==> src/rtl/bist_sat_counter.sv <==
// Saturating up-counter with synchronous clear; counts RUN cycles for the
// response checker and flags when it has pinned at its maximum value.
module bist_sat_counter #(
    parameter int CNT_W = 10
) (
    input  logic             clk,
    input  logic             rst_n,
    input  logic             clear,
    input  logic             enable,
    output logic [CNT_W-1:0] count,
    output logic             sat
);

    logic [CNT_W-1:0] count_q;
    logic [CNT_W-1:0] count_d;

    assign sat   = &count_q;
    assign count = count_q;

    // Clear has priority so a new session always starts counting from zero.
    always_comb begin
        count_d = count_q;
        if (clear) begin
            count_d = '0;
        end else if (enable && !sat) begin
            count_d = count_q + CNT_W'(1);
        end
    end

    always_ff @(posedge clk) begin
        if (!rst_n) begin
            count_q <= '0;
        end else begin
            count_q <= count_d;
        end
    end

endmodule

==> config.mk <==
export PLATFORM = sky130hd
export DESIGN_NAME = bist_sat_counter
export DESIGN_NICKNAME = d
export VERILOG_FILES = /design/src/rtl/bist_sat_counter.sv
export SDC_FILE = /design/constraint.sdc
export NUM_CORES = 1
export LEC_CHECK = 0
export CAP_MARGIN = 20
export CORE_AREA = 2 2 39 41
export CTS_BUF_LIST = sky130_fd_sc_hd__clkbuf_8
export DETAILED_ROUTE_END_ITERATION = 7
export DIE_AREA = 0 0 41 43
export HOLD_SLACK_MARGIN = 0.05
export MAX_ROUTING_LAYER = met4
export PLACE_DENSITY_LB_ADDON = 0.3
export SLEW_MARGIN = 5
export SYNTH_ARGS = -nofsm -noshare
export SYNTH_HDL_FRONTEND = slang
export SYNTH_SLANG_ARGS = --single-unit
==> constraint.sdc <==
create_clock -name clk -period 2.8 [get_ports clk]
set_input_delay 0.56 -clock clk [delete_from_list [all_inputs] [get_ports clk]]
set_output_delay 0.56 -clock clk [all_outputs]
set_load 0.02 [all_outputs]
* After elaboration in Yosys (flattened, before gate mapping)
Index checks and enable logic that the tools add are counted.
** Word-level totals
- Output and inout bits :: 11
- Bits in registers :: 10
- Bits of input ports :: 4
- Word-level logic and storage cells :: 7
** Cells by class
- Reductions and logical operators :: 4
- Bitwise logic cells :: 1
- $add $sub $neg :: 1
** Operator list (count)
- adder 10 x 1 -> 10 bit, second input constant :: 1
- AND reduction 10 bit :: 1
- OR reduction 2 bit :: 1
- logical AND 1 bit :: 1
- zero test 1 bit :: 1
- inverter 1 bit :: 1

* Longest topological paths before layout
Gate-level depths: netlist (run 1).
- Depth after elaboration :: 3
- Depth in mapped cells :: 6
- Gate-level depth less buffers :: 5

* Worst setup path after synthesis (run 1)
Ideal clock, no wire load.
- Path kind :: flip-flop to output port
- From :: reg count_q[4] (netlist: count[4])
- To :: out sat
- Buffers on the path :: 0
- Data arrival time :: 1.388 ns
- Cell stages (with the launch flop) :: 4
- Required time :: 2.240 ns
- Path slack :: 0.852 ns
- Path through :: dfxtp_1 and4_4 nand2_2 nor3_1
** Between the ends
- Word-level cells in the longest chain between the ends :: 1
** Ends and longest elaborated chain
- start: declaration :: line 14 : logic [CNT_W-1:0] count_q;
- start signal: assignment :: line 34 : count_q <= count_d;
- AND reduction 10 bit :: line 17 : assign sat = &count_q;
- end: declaration :: line 11 : output logic sat
No other way between the ends.

* Final worst setup path (run 1)
Same ends and word-level chain as after synthesis.

==> impl_metrics.ini, run 1 <==
[run_status]
status = complete, no violations

[floorplanning]
die_h_um = 43
core_area_um2 = 1384
initial_core_util_pct = 39.24
die_w_um = 41
pin_count = 15
die_area_um2 = 1763
rows = 14

[critical_path]
critical-path-max-stage-delay_ps = 630
worstSetupEndpointType = primary output
worstPathRequired_ps = 2240
path_cells = and4_4 -> nand2_2 -> nor3_1 -> clkdlybuf4s50_1
critPathSlowestCell = clkdlybuf4s50_1
ff2ff_setup_slack_ps = 1250
cp_max_fo = 8
worstSetupPathType = register to primary output
crit_path_start_kind = register
arrival_ps = 1850

[power_and_ir_drop]
internal-power_uw = 276.2
power.density_nw_per_um2 = 462.6
combPwrFrac_pct = 4.8
p_seq_share_pct = 42.2
pwr-share-clk_pct = 53.0
p_switching_uw = 67.58
p_sw_share_pct = 19.66
power.leakage_uw = 0.0002450
vdd_ir_drop_max_v = 0.0002671

[yosys]
synth.distinct_cells = 29
async_flop_share_pct = 0
synthFlopType = dfxtp_1
avgSynthCellArea_um2 = 9.050
seq_area_frac_synth_pct = 36.87
ys_ff_latch = 10
synth_cells = 60
synth_top_area_share_pct = 36.87
netlist_area_um2 = 543.0
synth_edf_count = 0
synthTopCellsByCount = 10 x dfxtp_1, 7 x nand2_1, 7 x nor2_1
synth_nets = 65
yosysMostFrequentCell = dfxtp_1
yosys.area.top_type = dfxtp_1
yosys_warnings = 0
synth_area_leaders = dfxtp_1 37%, nor3_2 5.5%, nand2_1 4.8%

[cts]
clock_latency_ps = 240
tritoncts = done
postCtsSetupBuffers = 0
h-tree-depth = 1
root_buffer = clkbuf_8
cts_resized = 0
clkSlewWorstSetupHoldPaths_ps = 50
clockBufferDepth = 2
cts_hold_buf = 0
cts-buffers-inserted = 3
numClockSinks = 10

[cells_and_area]
n_antenna_cell = 0
largest_reg_flops = 10
drive_gt1_share_pct = 14.47
ff_latch_area_um2 = 200.2
fillCellCount = 126
fin_util_pct = 53.71
area_delta_synth_final_pct = 36.87
finalNetCount = 82
fin_area_um2 = 743.2
multi_input_area_um2 = 316.6

[drt]
drc = 0
vias = 509
vias_per_cell = 5.533
first_pass_iters = 3
wl_um = 1139
ant_nets = 0
drt_iter0_drc = 3
route.detailed.wl_per_inst_um = 12.38

[job]
cap_violations = 0

[sta]
setup_viol = 0
max_slew_margin_pct = 70.35
drv_slew = 0
hold_viol = 0
worstMarginPinSlew_ps = 444.8
finalClockSkew_ps = 2.647
fmax_mhz = 414.3
rsz0062_at_grt = false
finalCriticalPeriod_ps = 2414
timing.final.crit_share_pct = 86.21
setup_tns_ps = 0

[placement]
hpwl_um = 847.9
place_area_um2 = 688.2
gp_congestion = 0.8086
port_buffers = 14

[global_routing]
grt_max_degree = 11
grt_pass1_wl_um = 1856
antenna_found_initial = 0
grt_pass1_vias = 455
track_usage_pct = 16.00
grt_overflow = 0

[hold_path]
hold_path_class = register to register
stage by stage:
stage	setup slack [ps]	std cells	hold WS [ps]	power, uW
2_1_floorplan	852.3	60	586.8	156.6
6_report	386.2	92	555.2	343.8
4_1_cts	371.3	92	559.6	347.8
3_5_place_dp	645.5	88	552.5	164.8
3_3_place_gp	657.7	88	527.7	164.4
5_1_grt	300.2	92	590.8	359.5
metal layers:
layer	track usage, %	routed length (um)
met5	-	0
met1	18.51	518
met3	6.283	75
met4	8.000	29
met2	23.13	516
final timing paths:
kind                            endpoint      from  cells after the start
worst max register to register  count[8]  count[0]                      6
worst min register to register  count[4]  count[5]                      2
worst max-delay path                 sat  count[4]                      4
worst min-delay path            count[4]  count[5]                      2
final cells by class:
class	count	share of cell area [%]
inverters	1	0.5051
well taps	16	2.694
multi-input cells	46	42.59
clock buffers	4	7.407
repair buffers	15	19.87
flip-flops and latches	10	26.94
cells by family after synthesis:
group | synth area share, %
buffers and inverters | 4.838
adder cells (fa/ha/maj) | 2.304
AND/OR/NAND/NOR | 28.58
multiplexers | 1.843
flip-flops | 36.87
AO/OA/AOI/OAI | 22.35
XOR/XNOR | 3.226
critical path: cells and delay by family, from the launching register on:
kind,cells,cell delay [ps]
and+or+nand+nor,3,550
DFF,1,440
buffers and inverters,1,630
cells in the final DEF, fill, tap and decap left out, types with 3 or more instances in the layout:
cell type and n:
dfxtp_1 10, clkdlybuf4s50_1 14, a21oi_1 5, nor2_1 7, clkbuf_8 4, nor3_2 3, nand2_1 7
power groups by stage:
stage                     registers, uW  clock network [uW]  logic (uW)
final                               145                 182        16.6
after global routing                145                 196        18.4
after CTS                           145                 186        16.9
after detailed placement            148                   0        17.0
after global placement              148                   0        16.6
after floorplan                     149                   0        7.69
Power figures use the tool's default switching activity.
==> inputs of run 2 (changes only) <==
--- a/config.mk
+++ b/config.mk
@@ -7,13 +7,15 @@
 export LEC_CHECK = 0
 export CAP_MARGIN = 20
 export CORE_AREA = 2 2 39 41
-export CTS_BUF_LIST = sky130_fd_sc_hd__clkbuf_8
+export CTS_BUF_LIST = sky130_fd_sc_hd__clkbuf_16
 export DETAILED_ROUTE_END_ITERATION = 7
 export DIE_AREA = 0 0 41 43
 export HOLD_SLACK_MARGIN = 0.05
 export MAX_ROUTING_LAYER = met4
 export PLACE_DENSITY_LB_ADDON = 0.3
+export RECOVER_POWER = 25
 export SLEW_MARGIN = 5
 export SYNTH_ARGS = -nofsm -noshare
 export SYNTH_HDL_FRONTEND = slang
 export SYNTH_SLANG_ARGS = --single-unit
+export TNS_END_PERCENT = 10
==> impl_metrics.ini, run 2 (synthesis results as in run 1) <==
[global_routing]
grt_pass1_vias = 457
track_usage_pct = 15.79
grt_max_degree = 11
grt_overflow = 0
antenna_found_initial = 0
grt_pass1_wl_um = 1842

[critical_path]
crit_path_start_kind = register
worstPathRequired_ps = 2240
cp.depth = 4
critical-path-max-stage-delay_ps = 630
path_cells = and4_4 -> nand2_2 -> nor3_1 -> clkdlybuf4s50_1
arrival_ps = 1830
r2r_cells = 6
worstSetupPathType = register to primary output
critPathSlowestCell = clkdlybuf4s50_1
critical-path-top-delay-family = buffers and inverters
cp_max_fo = 8
worstSetupEndpointType = primary output
path_buf_inv = 1

[drt]
wl_um = 1152
vias = 510
ant_nets = 0
drt_iter0_drc = 8
first_pass_iters = 5
vias_per_cell = 5.543
drc = 0
route.detailed.wl_per_inst_um = 12.52

[sta]
setup_tns_ps = 0
finalCriticalPeriod_ps = 2393
worstMarginPinSlew_ps = 434.8
max_slew_margin_pct = 71.01
finalClockSkew_ps = 3.596
rsz0062_at_grt = false
timing.final.crit_share_pct = 85.47
hold_viol = 0
fmax_mhz = 417.9
setup_viol = 0
drv_slew = 0

[cts]
clkSlewWorstSetupHoldPaths_ps = 40
root_buffer = clkbuf_16
clockBufferDepth = 2
numClockSinks = 10
tritoncts = done
postCtsSetupBuffers = 0
cts_hold_buf = 0
cts_resized = 0
cts-buffers-inserted = 3
clock_latency_ps = 230
h-tree-depth = 1

[floorplanning]
die_h_um = 43
core_area_um2 = 1384
pin_count = 15
die_w_um = 41
rows = 14
die_area_um2 = 1763
initial_core_util_pct = 39.24

[cells_and_area]
largest_reg_flops = 10
drive_gt1_share_pct = 11.84
n_antenna_cell = 0
fin_cells = 92
final_cell_mix = 12 x clkdlybuf4s50_1, 10 x dfxtp_1, 7 x nand2_1, 7 x nor2_1, 5 x a21oi_1
finalNetCount = 82
mostFrequentLayoutCell = clkdlybuf4s50_1
area_delta_synth_final_pct = 38.48

[job]
cap_violations = 0

[power_and_ir_drop]
pwr-share-clk_pct = 60.9
p_seq_share_pct = 35.4
combPwrFrac_pct = 3.7
power.leakage_uw = 0.0002541
p_switching_uw = 72.51
power.density_nw_per_um2 = 546.8
internal-power_uw = 338.7
p_total_uw = 411.2
p_sw_share_pct = 17.63
vdd_ir_drop_max_v = 0.0002744

[placement]
hpwl_um = 847.9
port_buffers = 14
gp_congestion = 0.8086
placed_cells = 88

[hold_path]
hold_path_class = register to register
whs_path_depth = 1

[run_status]
status = complete, no violations
[run 2: worst reg2reg max path: stages, from the launching register on]
cell and delay [ps]:
dfxtp_1 400, ha_1 230, buf_4 160, nand2_1 70, nor2_1 220, a21oi_1 100, a311oi_1 240
[run 2: stage by stage]
step / utilization (%) / hold WS, ps / area [um^2] / worst slack [ps]
2_1_floorplan: - / 586.8 / 543.0 / 852.3
3_3_place_gp: 49.73 / 527.7 / 688.2 / 657.7
3_5_place_dp: 49.73 / 552.5 / 688.2 / 645.5
4_1_cts: 55.43 / 563.6 / 767.0 / 378.3
5_1_grt: 54.34 / 592.5 / 752.0 / 331.4
6_report: 54.34 / 555.7 / 752.0 / 406.9
[run 2: power by group through the flow]
stage / clock, uW / combinational, uW / sequential, uW
after floorplan: 0 / 7.69 / 149
after global placement: 0 / 16.6 / 148
after detailed placement: 0 / 17.0 / 148
after CTS: 258 / 16.9 / 145
after global routing: 266 / 16.8 / 146
final: 251 / 15.1 / 146
[run 2: routing by layer]
| metal | vias to the layer above | track usage [%] | part of all wire [%] | routed length, um |
|---|---|---|---|---|
| li1 | 255 | - | - | - |
| met1 | 237 | 18.83 | 47 | 545 |
| met2 | 16 | 23.13 | 46 | 527 |
| met3 | 2 | 4.712 | 5.9 | 68 |
| met4 | 0 | 8.000 | 0.87 | 10 |
| met5 | - | - | 0 | 0 |
[run 2: worst paths after layout]
check            from        to  slack (ps)
max reg2reg  count[0]  count[8]        1260
min          count[2]  count[2]         560
max          count[4]       sat         410
min reg2reg  count[2]  count[2]         560
[run 2: final cells by class]
type | instances | area [um^2]
multi-input cells | 46 | 301.5
well taps | 16 | 20.02
clock buffers | 3 | 75.07
repair buffers | 15 | 147.6
fillers | 130 | 631.9
flip-flops and latches | 10 | 200.2
inverters | 1 | 3.754
clock inverters | 1 | 3.754
